`src/rtl/stopwatch_controller.sv`:
```
// Stopwatch control sequencer: key synchronisation and debounce, run/pause/lap FSM,
// and the 100 Hz advance prescaler that drives the counter/display datapath.
//
// state  | meaning
// IDLE   | counter cleared, prescaler held at 0, display follows counter
// RUN    | counting, display follows counter
// PAUSED | counting frozen, prescaler phase held
// LAP    | counting, display frozen on the last snapshot
module stopwatch_controller #(
    parameter int CLK_DIV         = 500000,
    parameter int DEBOUNCE_CYCLES = 500000
) (
    input  logic       clk,
    input  logic       rst,
    input  logic [3:0] key_n,
    output logic       tick,
    output logic       clear,
    output logic       snap,
    output logic       disp_follow,
    output logic       running,
    output logic [1:0] state
);

    localparam int DB_W = (DEBOUNCE_CYCLES > 1) ? $clog2(DEBOUNCE_CYCLES) : 1;
    localparam int PS_W = $clog2(CLK_DIV);
    localparam logic [DB_W-1:0] DB_LAST = DB_W'(DEBOUNCE_CYCLES - 1);
    localparam logic [PS_W-1:0] PS_LAST = PS_W'(CLK_DIV - 1);

    typedef enum logic [1:0] {
        S_IDLE   = 2'b00,
        S_RUN    = 2'b01,
        S_PAUSED = 2'b10,
        S_LAP    = 2'b11
    } state_t;

    logic [3:0]      r_sync1;
    logic [3:0]      r_sync2;
    logic [3:0]      r_db;
    logic [3:0]      r_press;
    logic [DB_W-1:0] r_db_cnt [4];
    logic [3:0]      w_db_next;
    logic [3:0]      w_press_next;

    logic            w_ev3;
    logic            w_ev2;
    logic            w_ev1;
    logic            w_ev0;

    state_t          r_state;
    logic            r_clear;
    logic            r_snap;
    logic            r_follow;
    logic            r_running;
    logic [PS_W-1:0] r_ps;
    logic            r_tick;

    // A level change is accepted only after DEBOUNCE_CYCLES consecutive differing samples.
    always_comb begin
        w_db_next = r_db;
        for (int i = 0; i < 4; i++) begin
            if ((r_sync2[i] != r_db[i]) && (r_db_cnt[i] == DB_LAST)) begin
                w_db_next[i] = r_sync2[i];
            end
        end
    end

    assign w_press_next = r_db & ~w_db_next;

    always_ff @(posedge clk) begin
        if (rst) begin
            r_sync1 <= 4'b0000;
            r_sync2 <= 4'b0000;
            r_db    <= 4'b1111;
            r_press <= 4'b0000;
            for (int i = 0; i < 4; i++) begin
                r_db_cnt[i] <= '0;
            end
        end else begin
            r_sync1 <= key_n;
            r_sync2 <= r_sync1;
            r_db    <= w_db_next;
            r_press <= w_press_next;
            for (int i = 0; i < 4; i++) begin
                if (r_sync2[i] != r_db[i]) begin
                    r_db_cnt[i] <= (r_db_cnt[i] == DB_LAST) ? '0 : r_db_cnt[i] + 1'b1;
                end else begin
                    r_db_cnt[i] <= '0;
                end
            end
        end
    end

    // Fixed priority: clear-all beats start/pause beats lap beats unfreeze.
    assign w_ev3 = r_press[3];
    assign w_ev2 = r_press[2] & ~r_press[3];
    assign w_ev1 = r_press[1] & ~(|r_press[3:2]);
    assign w_ev0 = r_press[0] & ~(|r_press[3:1]);

    always_ff @(posedge clk) begin
        if (rst) begin
            r_state   <= S_IDLE;
            r_clear   <= 1'b0;
            r_snap    <= 1'b0;
            r_follow  <= 1'b1;
            r_running <= 1'b0;
        end else begin
            r_clear <= 1'b0;
            r_snap  <= 1'b0;
            if (w_ev3) begin
                r_state   <= S_IDLE;
                r_follow  <= 1'b1;
                r_running <= 1'b0;
                r_clear   <= 1'b1;
            end else begin
                case (r_state)
                    S_IDLE: begin
                        if (w_ev2) begin
                            r_state   <= S_RUN;
                            r_follow  <= 1'b1;
                            r_running <= 1'b1;
                        end
                    end
                    S_RUN: begin
                        if (w_ev2) begin
                            r_state   <= S_PAUSED;
                            r_follow  <= 1'b1;
                            r_running <= 1'b0;
                        end else if (w_ev1) begin
                            r_state   <= S_LAP;
                            r_follow  <= 1'b0;
                            r_running <= 1'b1;
                            r_snap    <= 1'b1;
                        end
                    end
                    S_PAUSED: begin
                        if (w_ev2) begin
                            r_state   <= S_RUN;
                            r_follow  <= 1'b1;
                            r_running <= 1'b1;
                        end
                    end
                    S_LAP: begin
                        if (w_ev2) begin
                            r_state   <= S_PAUSED;
                            r_follow  <= 1'b1;
                            r_running <= 1'b0;
                        end else if (w_ev1) begin
                            r_snap <= 1'b1;
                        end else if (w_ev0) begin
                            r_state   <= S_RUN;
                            r_follow  <= 1'b1;
                            r_running <= 1'b1;
                        end
                    end
                    default: begin
                        r_state   <= S_IDLE;
                        r_follow  <= 1'b1;
                        r_running <= 1'b0;
                    end
                endcase
            end
        end
    end

    // Gated by the pre-transition state, so a pause on the wrap edge still ticks;
    // a clear on that edge zeroes the phase and drops the tick.
    always_ff @(posedge clk) begin
        if (rst) begin
            r_ps   <= '0;
            r_tick <= 1'b0;
        end else begin
            r_tick <= 1'b0;
            if (w_ev3 || (r_state == S_IDLE)) begin
                r_ps <= '0;
            end else if ((r_state == S_RUN) || (r_state == S_LAP)) begin
                if (r_ps == PS_LAST) begin
                    r_ps   <= '0;
                    r_tick <= 1'b1;
                end else begin
                    r_ps <= r_ps + 1'b1;
                end
            end
        end
    end

    assign tick        = r_tick;
    assign clear       = r_clear;
    assign snap        = r_snap;
    assign disp_follow = r_follow;
    assign running     = r_running;
    assign state       = r_state;

endmodule

```
`config.mk`:
```
export PLATFORM = sky130hd
export DESIGN_NAME = stopwatch_controller
export DESIGN_NICKNAME = d
export VERILOG_FILES = /design/src/rtl/stopwatch_controller.sv
export SDC_FILE = /design/constraint.sdc
export NUM_CORES = 1
export LEC_CHECK = 0
export ABC_CLOCK_PERIOD_IN_PS = 4200
export CAP_MARGIN = 20
export CORE_MARGIN = 10
export CORE_UTILIZATION = 49
export DETAILED_ROUTE_END_ITERATION = 10
export HOLD_SLACK_MARGIN = 0.03
export PLACE_DENSITY = 0.62
export SYNTH_ARGS = -nofsm -noshare
export SYNTH_HDL_FRONTEND = slang
export SYNTH_SLANG_ARGS = --single-unit
```
`constraint.sdc`:
```
create_clock -name clk -period 4.2 [get_ports clk]
set_clock_uncertainty 0.1 [all_clocks]
set_input_delay 0.84 -clock clk [delete_from_list [all_inputs] [get_ports clk]]
set_output_delay 0.84 -clock clk [all_outputs]
set_load 0.03 [all_outputs]
```
---- Word level (Yosys, flattened, before mapping) ----
Memories as Yosys holds them, arrays and structs flattened.
Index checks and enable logic that the tools add are counted.
word-level totals
  register bits ........................... 42
  bits in latches ......................... 0
  bits in writable memories ............... 76
  memory bits (read-only) ................. 0
  output and inout bits ................... 7
  word-level logic and storage cells ...... 131
  memories kept ........................... 1
memories
  memory    words  bits a word  read ports  clocked after Yosys merged registers in  wr ports  line  RTL
  r_db_cnt  4      19           4           0                                        4         40    logic [DB_W-1:0] r_db_cnt [4];
operators by class
  add/subtract/negate cells ............... 5
  multipliers ............................. 0
  div/mod/pow operators ................... 0
  magnitude comparators ................... 0
  equality and inequality tests ........... 16
  shift-type cells ........................ 0
  multiplexer cells ....................... 64
  bitwise operators ....................... 18
  reduce and logical (&&, ||, !) cells .... 16
operator list
  operator                 number
  $mux W19                 13
  $add A19 B1 Y19 const B  5
  $eq A19 B19 Y1 const B   5
  $mux W1                  42
  $mux W2                  6
  $reduce_or A2 Y1         5
  $ne A3 B3 Y1 const B     3
  $or A1 B1 Y1             8
  $pmux W1 S3              2
  $pmux W2 S3              1
  $reduce_or A3 Y1         2
  $not A1 Y1               5
  $and A4 B4 Y4            1
  $eq A2 B2 Y1 const B     2
  $logic_and A1 B1 Y1      4
  $ne A1 B1 Y1             4
  $not A4 Y4               1
  $reduce_and A4 Y1        1
  $reduce_or A4 Y1         1
  $and A1 B1 Y1            3
  $eq A2 B1 Y1 const B     1
  $logic_not A2 Y1         1
  $logic_or A1 B1 Y1       2
  $ne A2 B1 Y1 const B     1

---- Logic depth before layout (Yosys ltp) ----
Gate-level depths: netlist of the first run.
  depth after elaboration ................. 7
  gate-level depth with buffers ........... 7

---- Least setup slack after synthesis of the first run ----
OpenSTA, ideal clock, no wires.
  path kind ............................... flip-flop to flip-flop
  start ................................... memory r_db_cnt[0][10] in the netlist's numbering
  end ..................................... memory r_db_cnt[0][9] in the netlist's numbering, data pin
  library setup time ...................... 255 ps
  arrival ................................. 1981 ps
  slack ................................... 1865 ps
  stages on the path, launching flop included .. 6
  clock period less this slack ............ 2335 ps
  cells stage by stage .................... edfxtp_1 or4b_1 or4_4 o21ai_4 buf_12 nor2_2
RTL lines
  element             line
  start: declaration  40

---- Final worst setup path of the first run ----
  start ................................... register r_state[0] (netlist: state[0])
  end ..................................... output port state[0]
RTL lines
  element                   line  RTL
  start: declaration        49    state_t r_state;
  start signal: assignment  101   r_state <= S_IDLE;
  start signal: assignment  110   r_state <= S_IDLE;
  start signal: assignment  118   r_state <= S_RUN;
  end: declaration          21    output logic [1:0] state
No word-level cell between the ends.

==> summary.txt, run 1 <==
Timing
  – Slew at the pin closest to its max-slew limit: between 600 and 700 ps
  – Final setup margin: 1460 ps
  – Relative slew slack: 56.7%
  – Final setup TNS: 0 ps
  – RSZ-0062 raised after global routing: false
  – Hold WS: roughly 340 ps
  – Final hold vios: 0
  – Final Critical Period: approximately 2700 ps
  – Final setup fails: 0
  – Max Transition Viols Final: 0
  – Upper clock frequency limit: between 300 and 400 MHz
  – Period utilization: ~65%

Global routing
  – Largest net degree at the start of global routing: 23
  – GRT Util Overall: between 10% and 20%
  – Vias in the first global route: between 4,000 and 5,000
  – Global-route wire length before repair: about 19 mm
  – Grt ovf: 0
  – Initial antenna violation count: 0

Min path
  – Critical hold path startpoint: r_sync1[1]
  – Hold WC Path Type: flop to flop

Detailed routing
  – Drt total wl: approximately 10 mm
  – DRC violations left: 0
  – Vias: roughly 4,300
  – Vias per cell: 5.19
  – Drt first pass iters: 4
  – Avg WL per Cell: approximately 13 um
  – Antenna Nets Post-Route: 0
  – DRT iter0 DRCs: approximately 200

Synth
  – Sequential-to-total area share from yosys stat: between 50 and 60%
  – Largest family of logic cells by synthesized area: simple AND/OR/NAND/NOR gates
  – Post-Synth XOR/XNOR Area: between 10% and 20%
  – Simple-gate share of the synthesized area: between 20% and 30%
  – Post-Syn Area: between 5000 and 6000 sq um
  – Async set-reset flop share out of synthesis: 0%
  – Mux cell area share after synthesis: 0.505%
  – Compound-Gate Fraction of Synth Area: 6.18%
  – Synth Flop Type: edfxtp_1
  – Syn_area_per_cell: between 10 and 15 sq um
  – Synth cell types: 48
  – Post-Synthesis Cells: around 580
  – Synth Area in Adders: 1.05%
  – Yosys Warn Count: 0
  – Number of flops mapped to enable cells by yosys: 76
  – Synthesis-stage register bit count: roughly 120

Clock network
  – CTS resizes: 0
  – Clk pin slew, worst setup/hold paths: ~50 ps
  – CTS Sinks: ~120
  – Clk root buf: clkbuf_16
  – Post-CTS setup buffer count: 0
  – Total CTS buffers: 17
  – Skew-Pair Late Insertion Delay: ~410 ps
  – CTS Hold Buffers Added: 0
  – H-tree Lvls: 4
  – Longest Clk Path Bufs: 2
  – CTS tree: yes

Final layout
  – Design Area, Final: between 7000 and 8000 sq um
  – Area Overhead vs Synth: 18.8%
  – Multi-input gate area: roughly 3000 sq um
  – Commonest cells after routing, fill and taps aside: edfxtp_1 (76), conb_1 (76), nor2_1 (71), dfxtp_1 (42), xnor2_1 (41)
  – Fin nets: about 680
  – Register Area: between 3000 and 4000 sq um
  – # fillers: about 1,100
  – Share of cells above drive strength 1: about 8.8%
  – Antenna diodes: 0
  – Non-Filler Instances: approximately 830

Setup path
  – Crit-path leading delay family: buffers and inverters
  – Reg2reg setup slack: about 1500 ps
  – CP Max Fanout: 13
  – Max stage delay on crit path: between 700 and 800 ps
  – CP required: 3260 ps
  – Arrival @ worst endpoint: roughly 1800 ps
  – Setup CP Type: flop to output port
  – Setup crit end kind: output port
  – Reg2Reg Launch Point: r_db_cnt[2][5]
  – Worst setup SP type: flop
  – WP buf/inv: 1
  – Crit. Startpoint: state[0]
  – CP Cell Sequence: clkdlybuf4s50_1
  – Slowest-stage cell, CP: clkdlybuf4s50_1

Flow run
  – Max Cap Viol: 0

Power
  – Power per cell area: 424 nW/um^2
  – Sw power: 0.000645 W
  – Switching Share: about 22%
  – P_leak: ~2.4 nW
  – Comb power frac: under 10%
  – Clk network pwr share: roughly 50%
  – Int Power: 0.00235 W
  – Flop pwr share: 45.4%
  – Max VDD drop: approximately 0.00029 V

Die
  – Core ar.: 12,000 sq um
  – Area of the die: about 17,000 sq um
  – Die height: about 130 um
  – Row cnt: 40
  – Initial Util: between 40% and 50%
  – Top Ports: 13
  – Die span in x: between 100 and 150 um

Place
  – Routability Congestion: slightly below 0.8
  – Post-DP HPWL: approximately 7.4 mm
  – Dpl cells: 795
  – Pre-CTS setup slack: roughly 1500 ps
  – Port Buffers: 12
  – DP Area: 6430 sq um

Run status
  – Status: finished clean
-- final cells by class --
cell class | count | share of cell area (%)
inverter | 17 | 0.902
multi-input combinational | 500 | 41.4
tap | 147 | 2.60
clock buffer | 24 | 8.49
sequential | 118 | 44.2
clock inverter | 8 | 0.637
timing repair buffer | 13 | 1.80
-- final timing paths --
kind	endpoint	cells past startpoint
min	r_sync2[1]	1
max reg2reg	r_db_cnt[2][1]	4
max	state[0]	1
min reg2reg	r_sync2[1]	1
-- through the flow --
stage | util [%] | total power (W)
floorplan | - | 0.00148
global placement | 53.7 | 0.00150
detailed placement | 53.7 | 0.00151
CTS | 59.1 | 0.00303
global route | 59.1 | 0.00311
finish | 59.1 | 0.00300
-- registers in the layout, summed over array words and instances (netlist names) --
register and count:
running 1, r_db 4, r_sync1 4, snap 1, clear 1, r_press 4, r_sync2 4, state 2
r_ps 19, disp_follow 1, tick 1, r_db_cnt 76
-- synthesized netlist by cell type, types with 3 or more instances --
cell type	n	share of area, %
nand4_1	29	3.0
nor4b_1	4	0.59
nor2b_1	10	1.1
o21ai_0	18	1.5
nor2_2	10	1.1
mux2i_1	3	0.50
or4_1	12	1.5
and4_1	6	0.88
nor4_1	16	1.7
nand2b_1	4	0.42
or4b_2	3	0.50
xnor2_1	41	6.0
nand3_1	30	2.5
clkbuf_1	10	0.63
a21oi_1	25	2.1
or3b_2	3	0.44
and3_1	7	0.74
o31ai_1	4	0.50
or2_2	4	0.42
xor2_1	28	4.1
inv_1	17	1.1
buf_2	7	0.59
nor3_1	18	1.5
edfxtp_1	76	38
a211o_1	5	0.74
nand2_1	29	1.8
a21o_1	4	0.50
dfxtp_1	42	14
nor2_1	71	4.5
or3_1	19	2.0
ha_1	5	1.1
-- metal layers --
metal / up-vias / track usage (%) / routed length [um]
met5: - / 0 / 0
li1: 2222 / - / -
met1: 2007 / 17.0 / 5030
met2: 48 / 21.0 / 4930
met3: 11 / 4.71 / 393
met4: 0 / 5.56 / 117
-- cell families after synthesis --
kind of cell | Yosys count
and+or+nand+nor | 286
DFF | 118
xor gates and xnor gates | 69
AOI/OAI and AO/OA | 61
buffers and inverters | 38
adders and majority gates | 5
muxes | 3
other | 1
-- power groups by stage --
stage | Clock (W) | Combinational [W] | Sequential, W
final | 0.00151 | 0.000127 | 0.00136
after global routing | 0.00160 | 0.000148 | 0.00137
after CTS | 0.00155 | 0.000128 | 0.00136
after detailed placement | 0 | 0.000126 | 0.00138
after global placement | 0 | 0.000124 | 0.00138
after floorplan | 0 | 0.000116 | 0.00136
(Power assumes the default switching activity.)
==> run 2: changes to the inputs <==
--- a/config.mk
+++ b/config.mk
@@ -5,7 +5,7 @@
 export SDC_FILE = /design/constraint.sdc
 export NUM_CORES = 1
 export LEC_CHECK = 0
-export ABC_CLOCK_PERIOD_IN_PS = 4200
+export ABC_CLOCK_PERIOD_IN_PS = 2800
 export CAP_MARGIN = 20
 export CORE_MARGIN = 10
 export CORE_UTILIZATION = 49
==> constraint.sdc (replaced) <==
create_clock -name clk -period 2.8 [get_ports clk]
set_clock_uncertainty 0.1 [all_clocks]
set_input_delay 0.56 -clock clk [delete_from_list [all_inputs] [get_ports clk]]
set_output_delay 0.56 -clock clk [all_outputs]
set_load 0.03 [all_outputs]
==> summary.txt, run 2 (synthesis results as in run 1) <==
Final layout
  – Non-Filler Instances: 833 (was 827)
  – Max reg flops: 76 (unchanged)
  – Fin nets: 684 (was 678)
  – Share of cells above drive strength 1: 9.62% (was 8.82%)
  – Largest Register: r_db_cnt (unchanged)
  – # fillers: 1,022 (was 1,051)
  – Commonest cells after routing, fill and taps aside: edfxtp_1 (76), conb_1 (76), nor2_1 (71), dfxtp_1 (42), xnor2_1 (41) (unchanged)
  – Area Overhead vs Synth: 19.2% (was 18.8%)
  – Register Area: 3120 sq um (unchanged)
  – Largest registers: r_db_cnt: 76 flops, r_ps: 19 flops (unchanged)
  – Multi-input gate area: 2930 sq um (unchanged)
  – Antenna diodes: 0 (unchanged)

Place
  – Post-DP HPWL: 7.38 mm (was 7.36 mm)
  – Port Buffers: 12 (unchanged)
  – Dpl cells: 801 (was 795)
  – Routability Congestion: 0.825 (was 0.792)

Setup path
  – WP buf/inv: 1 (unchanged)
  – Slowest-stage cell, CP: or4_4 (was clkdlybuf4s50_1)
  – Setup crit end kind: flop (was output port)
  – Max stage delay on crit path: 590 ps (was 770 ps)
  – CP Max Fanout: 19 (was 13)
  – Crit-path leading delay family: simple AND/OR/NAND/NOR gates (was buffers and inverters)
  – CP required: 2860 ps (was 3260 ps)
  – Worst setup SP type: flop (unchanged)
  – Arrival @ worst endpoint: 2500 ps (was 1800 ps)
  – Worst path depth: 5 (was 1)
  – Number of cells on the worst reg-to-reg path: 5 (was 4)
  – Setup CP Type: flop to flop (was flop to output port)
  – CP Cell Sequence: or4b_1 -> or4_4 -> o21ai_4 -> buf_4 -> nor2_1 (was clkdlybuf4s50_1)

Detailed routing
  – DRC violations left: 0 (unchanged)
  – DRT iter0 DRCs: 220 (was 195)
  – Drt total wl: 10.3 mm (was 10.5 mm)
  – Antenna Nets Post-Route: 0 (unchanged)
  – Vias per cell: 5.15 (was 5.19)
  – Avg WL per Cell: 12.4 um (was 12.7 um)
  – Vias: 4,291 (was 4,288)
  – Drt first pass iters: 4 (unchanged)

Power
  – Power per cell area: 627 nW/um^2 (was 424 nW/um^2)
  – Clk network pwr share: 49.7% (was 50.4%)
  – P_leak: 2.41 nW (was 2.39 nW)
  – Flop pwr share: 45.8% (was 45.4%)
  – Int Power: 0.00348 W (was 0.00235 W)
  – Switching Share: 21.6% (was 21.5%)
  – Sw power: 0.000961 W (was 0.000645 W)
  – Max VDD drop: 0.000551 V (was 0.000286 V)
  – Comb power frac: 4.5% (was 4.3%)

Timing
  – Relative slew slack: 62.1% (was 56.7%)
  – Final Critical Period: about 2400 ps
  – Slew at the pin closest to its max-slew limit: 564 ps (was 647 ps)
  – Upper clock frequency limit: between 400 and 500 MHz
  – Final hold vios: 0 (unchanged)
  – Period utilization: 87.0%
  – Final setup fails: 0 (unchanged)
  – RSZ-0062 raised after global routing: false (unchanged)
  – Max Transition Viols Final: 0 (unchanged)
  – Final setup TNS: 0 ps (unchanged)

Clock network
  – Clk root buf: clkbuf_16 (unchanged)
  – Skew-Pair Late Insertion Delay: 420 ps (was 410 ps)
  – Clk pin slew, worst setup/hold paths: 50 ps (about the same)
  – Longest Clk Path Bufs: 2 (unchanged)
  – Total CTS buffers: 17 (unchanged)
  – CTS resizes: 0 (unchanged)
  – H-tree Lvls: 4 (unchanged)
  – CTS Hold Buffers Added: 0 (unchanged)
  – CTS Sinks: 118 (unchanged)
  – CTS tree: yes (unchanged)
  – Post-CTS setup buffer count: 0 (unchanged)

Global routing
  – Grt ovf: 0 (unchanged)
  – Vias in the first global route: 4,052 (was 4,097)
  – Global-route wire length before repair: 18.0 mm (was 18.6 mm)
  – Initial antenna violation count: 0 (unchanged)
  – GRT Util Overall: 13.4% (was 13.6%)
  – Largest net degree at the start of global routing: 22 (was 23)

Die
  – Die height: 130 um (unchanged)
  – Top Ports: 13 (unchanged)
  – Initial Util: 49.8% (unchanged)
  – Area of the die: 17,000 sq um (unchanged)
  – Row cnt: 40 (unchanged)
  – Core ar.: 12,000 sq um (unchanged)
  – Die span in x: 130 um (unchanged)

Run status
  – Status: finished clean (unchanged)

Min path
  – Hold WC Path Type: flop to flop (unchanged)
  – Hold Path Depth: 1 (unchanged)

Flow run
  – Max Cap Viol: 0 (unchanged)
[run 2: cell count changes in the layout (fill, tap and decap cells not counted)]
| cell | before | now |
|---|---|---|
| bufinv_16 | 0 | 1 |
| clkinv_4 | 0 | 1 |
| clkbuf_16 | 24 | 21 |
| clkbuf_8 | 0 | 1 |
| buf_4 | 1 | 7 |
[run 2: through the flow]
stage | hold slack, ps | setup WS [ps] | power [W] | instance area [sq um] | util [%]
after floorplan | 314 | 465 | 0.00222 | 6230 | -
after global placement | 322 | 390 | 0.00226 | 6470 | 54.1
after detailed placement | 326 | 353 | 0.00227 | 6470 | 54.1
after CTS | 340 | 347 | 0.00450 | 7090 | 59.3
after global routing | 352 | 258 | 0.00463 | 7090 | 59.3
final | 341 | 364 | 0.00445 | 7090 | 59.3
[run 2: layout make-up]
class / count / area share, %
tap: 147 / 2.59
clock buffer: 22 / 7.60
clock inverter: 10 / 1.18
multi-input combinational: 500 / 41.3
timing repair buffer: 19 / 2.43
inverter: 17 / 0.899
sequential: 118 / 44.0
[run 2: routing by layer]
metal | up-vias | track usage, % | wire (um)
met5 | - | 0 | 0
met4 | 0 | 6.81 | 189
met3 | 19 | 4.87 | 382
met2 | 41 | 21.5 | 4950
met1 | 1998 | 15.5 | 4800
li1 | 2233 | - | -
[run 2: power by group through the flow]
stage | clock, W | combinational [W] | sequential [W]
final | 0.00221 | 0.000200 | 0.00204
after global routing | 0.00234 | 0.000233 | 0.00205
after CTS | 0.00227 | 0.000201 | 0.00204
after detailed placement | 0 | 0.000198 | 0.00207
after global placement | 0 | 0.000195 | 0.00207
after floorplan | 0 | 0.000175 | 0.00204
[run 2: final timing paths]
path,startpoint,endpoint,slack [ps]
worst min register to register,r_sync1[2],r_sync2[2],340
worst max-delay path,r_db_cnt[0][10],r_db_cnt[0][8],360
worst max register to register,r_db_cnt[0][10],r_db_cnt[0][8],360
worst min-delay path,r_sync1[2],r_sync2[2],340
==> run 3: changes to the inputs <==
--- a/config.mk
+++ b/config.mk
@@ -8,10 +8,11 @@
 export ABC_CLOCK_PERIOD_IN_PS = 2800
 export CAP_MARGIN = 20
 export CORE_MARGIN = 10
-export CORE_UTILIZATION = 49
+export CORE_UTILIZATION = 39
 export DETAILED_ROUTE_END_ITERATION = 10
 export HOLD_SLACK_MARGIN = 0.03
-export PLACE_DENSITY = 0.62
+export PLACE_DENSITY = 0.51
+export SETUP_SLACK_MARGIN = 0.05
 export SYNTH_ARGS = -nofsm -noshare
 export SYNTH_HDL_FRONTEND = slang
 export SYNTH_SLANG_ARGS = --single-unit
==> summary.txt, run 3 (synthesis results as in run 1) <==
Run status
  – Status: finished clean (unchanged)

Final layout
  – Fin nets: 685 (was 684)
  – Antenna diodes: 0 (unchanged)
  – Design Area, Final: 7110 sq um (was 7090 sq um)
  – Share of cells above drive strength 1: 9.32% (was 9.62%)
  – Non-Filler Instances: 875 (was 833)
  – Area Overhead vs Synth: 19.5% (was 19.2%)
  – Commonest cells after routing, fill and taps aside: edfxtp_1 (76), conb_1 (76), nor2_1 (71), dfxtp_1 (42), xnor2_1 (41) (unchanged)
  – Largest registers: r_db_cnt: 76 flops, r_ps: 19 flops (unchanged)
  – Largest Register: r_db_cnt (unchanged)
  – Max reg flops: 76 (unchanged)

Die
  – Die height: 144 um (was 130 um)
  – Area of the die: 20,600 sq um (was 17,000 sq um)
  – Die span in x: 144 um (was 130 um)
  – Initial Util: 39.4% (was 49.8%)
  – Top Ports: 13 (unchanged)
  – Row cnt: 45 (was 40)
  – Core ar.: 15,100 sq um (was 12,000 sq um)

Timing
  – Final Critical Period: 2430 ps (was 2440 ps)
  – RSZ-0062 raised after global routing: false (unchanged)
  – Slew at the pin closest to its max-slew limit: 555 ps (was 564 ps)
  – Final setup TNS: 0 ps (unchanged)
  – Max Transition Viols Final: 0 (unchanged)
  – Period utilization: 87.0% (about the same)
  – Final setup fails: 0 (unchanged)
  – Relative slew slack: 62.7% (was 62.1%)
  – Final hold vios: 0 (unchanged)
  – Upper clock frequency limit: 411 MHz (was 410 MHz)

Power
  – Power per cell area: 618 nW/um^2 (was 627 nW/um^2)
  – P_leak: 2.39 nW (was 2.41 nW)
  – Int Power: 0.00345 W (was 0.00348 W)
  – Switching Share: 21.6% (about the same)
  – Sw power: 0.000949 W (was 0.000961 W)
  – Tot Pwr: 0.00440 W (was 0.00445 W)
  – Clk network pwr share: 49.0% (was 49.7%)
  – Comb power frac: 4.7% (was 4.5%)
  – Max VDD drop: 0.000425 V (was 0.000551 V)
  – Flop pwr share: 46.3% (was 45.8%)

Min path
  – Hold Path Depth: 1 (unchanged)
  – Hold WC Path Type: flop to flop (unchanged)
  – Critical hold path startpoint: r_sync1[0] (was r_sync1[2])
  – Worst Hold Path EP: r_sync2[0] (was r_sync2[2])

Setup path
  – CP Max Fanout: 19 (unchanged)
  – Setup CP Type: flop to flop (unchanged)
  – Setup crit end kind: flop (unchanged)
  – Arrival @ worst endpoint: 2490 ps (was 2500 ps)
  – Reg2Reg Launch Point: r_db_cnt[0][5] (was r_db_cnt[0][10])
  – Reg2reg setup slack: 370 ps (was 360 ps)
  – CP required: 2850 ps (was 2860 ps)
  – R2r endpoint: r_db_cnt[0][7] (was r_db_cnt[0][8])
  – Worst setup SP type: flop (unchanged)
  – Number of cells on the worst reg-to-reg path: 5 (unchanged)

Global routing
  – GRT Util Overall: 11.2% (was 13.4%)
  – Global-route wire length before repair: 18.7 mm (was 18.0 mm)
  – Initial antenna violation count: 0 (unchanged)
  – Vias in the first global route: 4,055 (was 4,052)
  – Grt ovf: 0 (unchanged)
  – Largest net degree at the start of global routing: 22 (unchanged)

Detailed routing
  – Vias: 4,341 (was 4,291)
  – Avg WL per Cell: 12.4 um (about the same)
  – DRC violations left: 0 (unchanged)
  – DRT iter0 DRCs: 184 (was 220)
  – Antenna Nets Post-Route: 0 (unchanged)
  – Vias per cell: 4.96 (was 5.15)
  – Drt first pass iters: 4 (unchanged)
  – Drt total wl: 10.9 mm (was 10.3 mm)

Clock network
  – Post-CTS setup buffer count: 0 (unchanged)
  – CTS tree: yes (unchanged)
  – CTS resizes: 0 (unchanged)
  – Clk root buf: clkbuf_16 (unchanged)
  – Clk pin slew, worst setup/hold paths: 60 ps (was 50 ps)
  – CTS Hold Buffers Added: 0 (unchanged)
  – Skew-Pair Late Insertion Delay: 410 ps (was 420 ps)
  – Total CTS buffers: 17 (unchanged)
  – CTS Sinks: 118 (unchanged)
  – Longest Clk Path Bufs: 2 (unchanged)
  – H-tree Lvls: 4 (unchanged)

Place
  – Routability Congestion: 0.796 (was 0.825)
  – Dpl cells: 843 (was 801)
  – Post-DP HPWL: 7.65 mm (was 7.38 mm)
  – Port Buffers: 12 (unchanged)
  – DP Area: 6530 sq um (was 6470 sq um)

Flow run
  – Max Cap Viol: 0 (unchanged)
run 3: cell count changes in the layout (fill, tap and decap cells not counted), sizes merged:
cell | previous run | this run
bufinv | 1 | 3
clkbuf | 22 | 21
clkinv | 6 | 7
inv | 19 | 17
buf | 7 | 8
run 3: per-layer routing:
metal / GRT usage, % / wire length (um)
met1: 14.2 / 5270
met2: 17.5 / 5050
met3: 3.40 / 396
met4: 4.89 / 139
met5: 0 / 0
run 3: through the flow:
step | util (%) | setup WS, ps | hold slack (ps)
floorplan | - | 465 | 314
global placement | 43.3 | 393 | 326
detailed placement | 43.3 | 354 | 331
CTS | 47.1 | 347 | 343
global route | 47.1 | 238 | 363
finish | 47.1 | 365 | 342
run 3: worst max path at each step:
stage | start | endpoint
after CTS | r_db_cnt[0][10] | r_db_cnt[0][7]
after floorplan | r_db_cnt[0][10] | r_db_cnt[0][9]
after global routing | r_db_cnt[2][7] | r_db_cnt[2][6]
after detailed placement | r_db_cnt[0][10] | r_db_cnt[0][7]
final | r_db_cnt[0][5] | r_db_cnt[0][7]
after global placement | r_db_cnt[0][5] | r_db_cnt[0][2]
run 3: area by class of cell:
class	count	area (sq um)
well taps	188	235
clock inverters	11	133
repair buffers	20	180
fillers	1473	7980
clock buffers	21	450
multi-input cells	500	2930
inverters	17	63.8
flip-flops and latches	118	3120
run 3: power by group through the flow:
stage / Clock (W) / Combinational [W] / Sequential, W
6_report: 0.00216 / 0.000204 / 0.00204
5_1_grt: 0.00231 / 0.000238 / 0.00205
4_1_cts: 0.00222 / 0.000205 / 0.00203
3_5_place_dp: 0 / 0.000203 / 0.00207
3_3_place_gp: 0 / 0.000200 / 0.00207
2_1_floorplan: 0 / 0.000175 / 0.00204
run 3: worst max-delay path, cell delays in order (launching register included):
cell,delay (ps)
edfxtp_1,470
or4b_1,550
or4_4,560
o21ai_4,130
buf_4,290
nor2_1,90
==> edit 1: new RTL, config.mk and constraints of run 3 <==
`CLK_DIV`: 500000 -> 1000000.
--- a/src/rtl/stopwatch_controller.sv
+++ b/src/rtl/stopwatch_controller.sv
@@ -7,7 +7,7 @@
 // PAUSED | counting frozen, prescaler phase held
 // LAP    | counting, display frozen on the last snapshot
 module stopwatch_controller #(
-    parameter int CLK_DIV         = 500000,
+    parameter int CLK_DIV         = 1000000,
     parameter int DEBOUNCE_CYCLES = 500000
 ) (
     input  logic       clk,
Behaviour: same outputs for any inputs over 10 cycles, from zero or initial values and one cycle with rst high; that may be too few to reach the edited logic, so the function may still have changed.
==> edit 1 against run 3 <==
- synthesized area grew 0.82%
- fmax grew 6.3%
- clock power shrank 2%
- final area grew 0.88%
- power shrank 0.86%
- setup slack gained 0.14 ns
- critical path depth shrank 3
- synthesized cell count grew 0.34%
- routed wire length is essentially flat
- sequential cell count grew 1
- cell count grew 0.11%
- critical endpoint is now state[0]
- largest power group unchanged
==> edit 1: results (changes against run 3) <==
| Metric | Value |
|---|---|
| RD Place Congestion | `0.792 (-0.57%)` |
| First-pass GRT wire length | `18.6 mm (-0.33%)` |
| Synth Area in XOR/XNOR | `9.63% (-0.52 points)` |
| Area of the multi-input gates | `2980 um^2 (+1.6%)` |
| Via count of the first global-routing pass | `4088 (+0.81%)` |
| Crit-path max FO | `13 (-6)` |
| Final HPWL DP | `7.67 mm (+0.31%)` |
| Syn Inst Count | `583 (+0.34%)` |
| Share of layout cells above drive strength 1 | `7.12% (-2.2 points)` |
| Vias/cell | `4.98 (+0.42%)` |
| Number of fill cells in the layout | `1429 (-3.0%)` |
| Worst vdd ir | `0.606 mV (+43%)` |
| Largest regs | `r_db_cnt x76, r_ps x20` |
| DR iter-0 viols | `251 (+36%)` |
| Pin count of the biggest net entering global routing | `21 (-4.5%)` |
| Adder-Cell Fraction of Synth Area | `1.04% (-0.0085 points)` |
| Status | `complete, no violations` |
| Synth Area in Compound Gates | `7.05% (+0.87 points)` |
| Nets | `686 (+0.15%)` |
| Top post-synthesis cells by count | `78 x nor2_1, 76 x edfxtp_1, 43 x dfxtp_1, 39 x xor2_1, 34 x nand2_1` |
| Mux share of post-synthesis cell area | `0.500% (-0.0041 points)` |
| Area contributors post-synth | `edfxtp_1 38%, dfxtp_1 14%, xor2_1 5.7%` |
| GRT Overall Usage | `11.2% (-0.083 points)` |
| DP Area | `6580 um^2 (+0.80%)` |
| R2R setup slack | `0.56 ns (+0.19 ns)` |
| R2r endpoint | `r_ps[1]` |
| RR Startpoint | `r_ps[0]` |
## edit 1: changes by cell type in the layout (fill, tap and decap cells not counted), moves of 6 or more
cell     before  now
xnor2_1      41   27
xor2_1       28   39
nor2_2       10    0
nor3_1       18    9
nor2_1       71   78
and3_1        7   13
nor4_1       16   10
## edit 1: cell families after synthesis
logic type,count (synthesis)
AO/OA/AOI/OAI,69
XOR/XNOR,66
adder cells (fa/ha/maj),5
buffers and inverters,36
flip-flops,119
multiplexers,3
other,1
AND/OR/NAND/NOR,284
## edit 1: metrics by stage
| stage | setup slack [ns] | hold slack (ns) | power [mW] |
|---|---|---|---|
| finish | 0.508 | 0.336 | 4.36 |
| CTS | 0.474 | 0.337 | 4.42 |
| global route | 0.324 | 0.342 | 4.53 |
| global placement | 0.504 | 0.317 | 2.27 |
| detailed placement | 0.483 | 0.326 | 2.27 |
| floorplan | 0.736 | 0.314 | 2.21 |
## edit 1: per-layer routing
layer	share of wire, %	global-route usage [%]
met2	45	17.8
met4	1.4	4.62
met5	0	0
met1	50	13.5
met3	3.7	3.84
## edit 1: worst min path at each step
stage                from    endpoint  depth (start not counted)
2_1_floorplan  r_sync1[0]  r_sync2[0]                          1
3_3_place_gp   r_sync1[1]  r_sync2[1]                          1
3_5_place_dp   r_sync1[0]  r_sync2[0]                          1
4_1_cts        r_sync1[0]  r_sync2[0]                          1
5_1_grt        r_sync1[0]  r_sync2[0]                          1
6_report       r_sync1[0]  r_sync2[0]                          1
## edit 1: critical path, cell delays in order (launching register included)
cell	delay (ns)
dfxtp_1	0.31
buf_4	0.20
clkdlybuf4s50_1	0.71
## edit 1: final cells by class
cell class	count	area share, %
sequential	119	43.8
multi-input combinational	503	41.5
clock buffer	25	7.81
tap	188	3.28
timing repair buffer	19	2.41
inverter	15	0.785
clock inverter	7	0.453
## edit 1: power by group
group          leakage, nW  internal (mW)  switching [mW]
clock network        0.298           1.38           0.746
registers             1.13           1.96          0.0857
logic                 1.06         0.0820           0.106
==> edit 2: new RTL, flow settings as in run 3 <==
Made on the original files. Register the input `key_n` before use, cleared by the reset. The logic sees it one clock later.
--- a/src/rtl/stopwatch_controller.sv
+++ b/src/rtl/stopwatch_controller.sv
@@ -33,6 +33,16 @@
         S_LAP    = 2'b11
     } state_t;
 
+    logic [3:0] key_n_q;
+
+    always_ff @(posedge clk) begin
+        if (rst) begin
+            key_n_q <= '0;
+        end else begin
+            key_n_q <= key_n;
+        end
+    end
+
     logic [3:0]      r_sync1;
     logic [3:0]      r_sync2;
     logic [3:0]      r_db;
@@ -76,7 +86,7 @@
                 r_db_cnt[i] <= '0;
             end
         end else begin
-            r_sync1 <= key_n;
+            r_sync1 <= key_n_q;
             r_sync2 <= r_sync1;
             r_db    <= w_db_next;
             r_press <= w_press_next;
Behaviour: same outputs for any inputs over 10 cycles, from zero or initial values and one cycle with rst high; that may be too few to reach the edited logic, so the function may still have changed.
==> edit 2 against run 3 <==
- setup slack worse by 0.056 ns
- sequential power rose by 3%
- sequential cell count increased by 4
- routed wire length increased by 5.3%
- cell count increased by 1.7%
- power fell by 3.5%
- synthesized area increased by 1.7%
- fmax is 2.2% lower
- critical path depth shrank 1
- final area grew 1.3%
- die area rose by 1.5%
- global-route usage up 0.65 points
- critical endpoint is now r_db_cnt[3][4]
- largest cell class unchanged
- highest routed layer unchanged
==> edit 2: results (changes against run 3) <==
| Metric | Value |
|---|---|
| Top post-synthesis cells by count | `89 x nor2_1, 76 x edfxtp_1, 46 x dfxtp_1, 40 x xnor2_1, 38 x nand2_1` |
| Crit path to | `r_db_cnt[3][4]` |
| Post-synth EDFFs | `76 (unchanged)` |
| RR Startpoint | `r_db_cnt[3][5]` |
| R2r endpoint | `r_db_cnt[3][4]` |
| Met2 Wirelength | `5.47 mm (+8.3%)` |
| Antenna cell count | `0 (unchanged)` |
| Cell-internal power | `3.31 mW (-4.0%)` |
| Share of layout cells above drive strength 1 | `6.98% (-2.3 points)` |
| Total wire length | `11.4 mm (+5.3%)` |
| M1 WL | `5.39 mm (+2.3%)` |
| Reg power frac | `49.5% (+3.2 points)` |
| Post-route setup slack | `0.310 ns (-0.0557 ns)` |
| Setup slack after placement | `0.301 ns (-0.0532 ns)` |
| GRT Overall Usage | `11.9% (+0.65 points)` |
| Count of input and output buffers | `12 (unchanged)` |
| Resized cells post-CTS | `0 (unchanged)` |
| Worst Path Arrival | `2.54 ns (+0.05 ns)` |
| Status | `complete, no violations` |
| Via count of the first global-routing pass | `4301 (+6.1%)` |
| Area contributors post-synth | `edfxtp_1 38%, dfxtp_1 15%, xnor2_1 5.8%` |
| Seq/Total Area, Yosys | `52.9% (+0.42 points)` |
| Synth warn | `0 (unchanged)` |
| Number of fill cells in the layout | `1446 (-1.8%)` |
| First-pass GRT wire length | `19.9 mm (+6.5%)` |
| Worst vdd ir | `0.409 mV (-3.8%)` |
| Metal3 WL | `321 um (-19%)` |
| Highest routing layer actually used | `met4` |
| RD Place Congestion | `0.801 (+0.62%)` |
| Final HPWL DP | `8.11 mm (+6.0%)` |
| Postcts setup bufs | `0 (unchanged)` |
| Crit-path max FO | `18 (-1)` |
| Nets | `700 (+2.2%)` |
| Pin count of the biggest net entering global routing | `23 (+4.5%)` |
| Via count | `4479 (+3.2%)` |
| CP max-delay cell | `or4b_1` |
| Leak Pwr | `2.45 nW (+2.5%)` |
| CTS Root Cell | `clkbuf_16` |
| Worst Reg-to-Reg Cells | `4 (-1)` |
[edit 2: cell count changes in the layout (fill, tap and decap cells not counted), sizes merged, moves of 4 or more]
cell / run 3 / this run
nor2: 81 / 89
and4: 6 / 11
clkbuf: 21 / 28
inv: 17 / 11
nand2b: 4 / 0
nor2b: 10 / 14
nand2: 29 / 38
dfxtp: 42 / 46
xor2: 28 / 33
a21oi: 25 / 19
or3: 19 / 15
[edit 2: power by group through the flow]
stage | Combinational [mW] | Clock [mW] | Sequential [mW]
CTS | 0.199 | 2.02 | 2.10
global placement | 0.192 | 0 | 2.13
detailed placement | 0.198 | 0 | 2.13
global route | 0.233 | 2.08 | 2.11
floorplan | 0.169 | 0 | 2.10
finish | 0.199 | 1.94 | 2.10
[edit 2: cell type report]
class                   instances  share of cell area, %
flip-flops and latches        122                   44.5
clock buffers                  28                   7.03
well taps                     188                   3.27
repair buffers                 20                   2.68
clock inverters                 4                  0.278
multi-input cells             517                   41.7
inverters                      11                  0.573
[edit 2: cell families after synthesis]
logic type	count (synthesis)	share of synthesized area, %
and+or+nand+nor	313	28.0
other	1	0.0619
xor gates and xnor gates	73	10.6
AOI/OAI and AO/OA	48	4.96
buffers and inverters	27	2.15
adders and majority gates	5	1.03
muxes	2	0.331
DFF	122	52.9
[edit 2: how the worst min path moves through the flow]
stage / slack [ns] / endpoint / start / cells past startpoint
CTS: 0.34 / r_sync2[3] / r_sync1[3] / 1
finish: 0.33 / r_sync2[3] / r_sync1[3] / 1
floorplan: 0.31 / r_sync1[0] / key_n_q[0] / 1
detailed placement: 0.32 / r_sync2[3] / r_sync1[3] / 1
global placement: 0.32 / r_sync2[2] / r_sync1[2] / 1
global route: 0.36 / r_sync2[3] / r_sync1[3] / 1
[edit 2: worst max-delay path, delay by kind of cell (launching register included)]
kind | cells | cell delay (ns)
compound gates | 1 | 0.42
flops | 1 | 0.46
simple gates | 3 | 1.24
[edit 2: layer usage]
layer / track usage [%] / up-vias
met4: 6.38 / 0
met3: 3.35 / 18
met2: 18.7 / 43
met5: 0 / -
li1: - / 2299
met1: 14.5 / 2119
[edit 2: per-stage QoR]
step,instances,utilization [%],instance area (um^2)
after floorplan,666,-,6340
after global placement,858,43.9,6680
after detailed placement,858,43.9,6680
after CTS,890,47.4,7200
after global routing,890,47.4,7200
final,890,47.4,7200
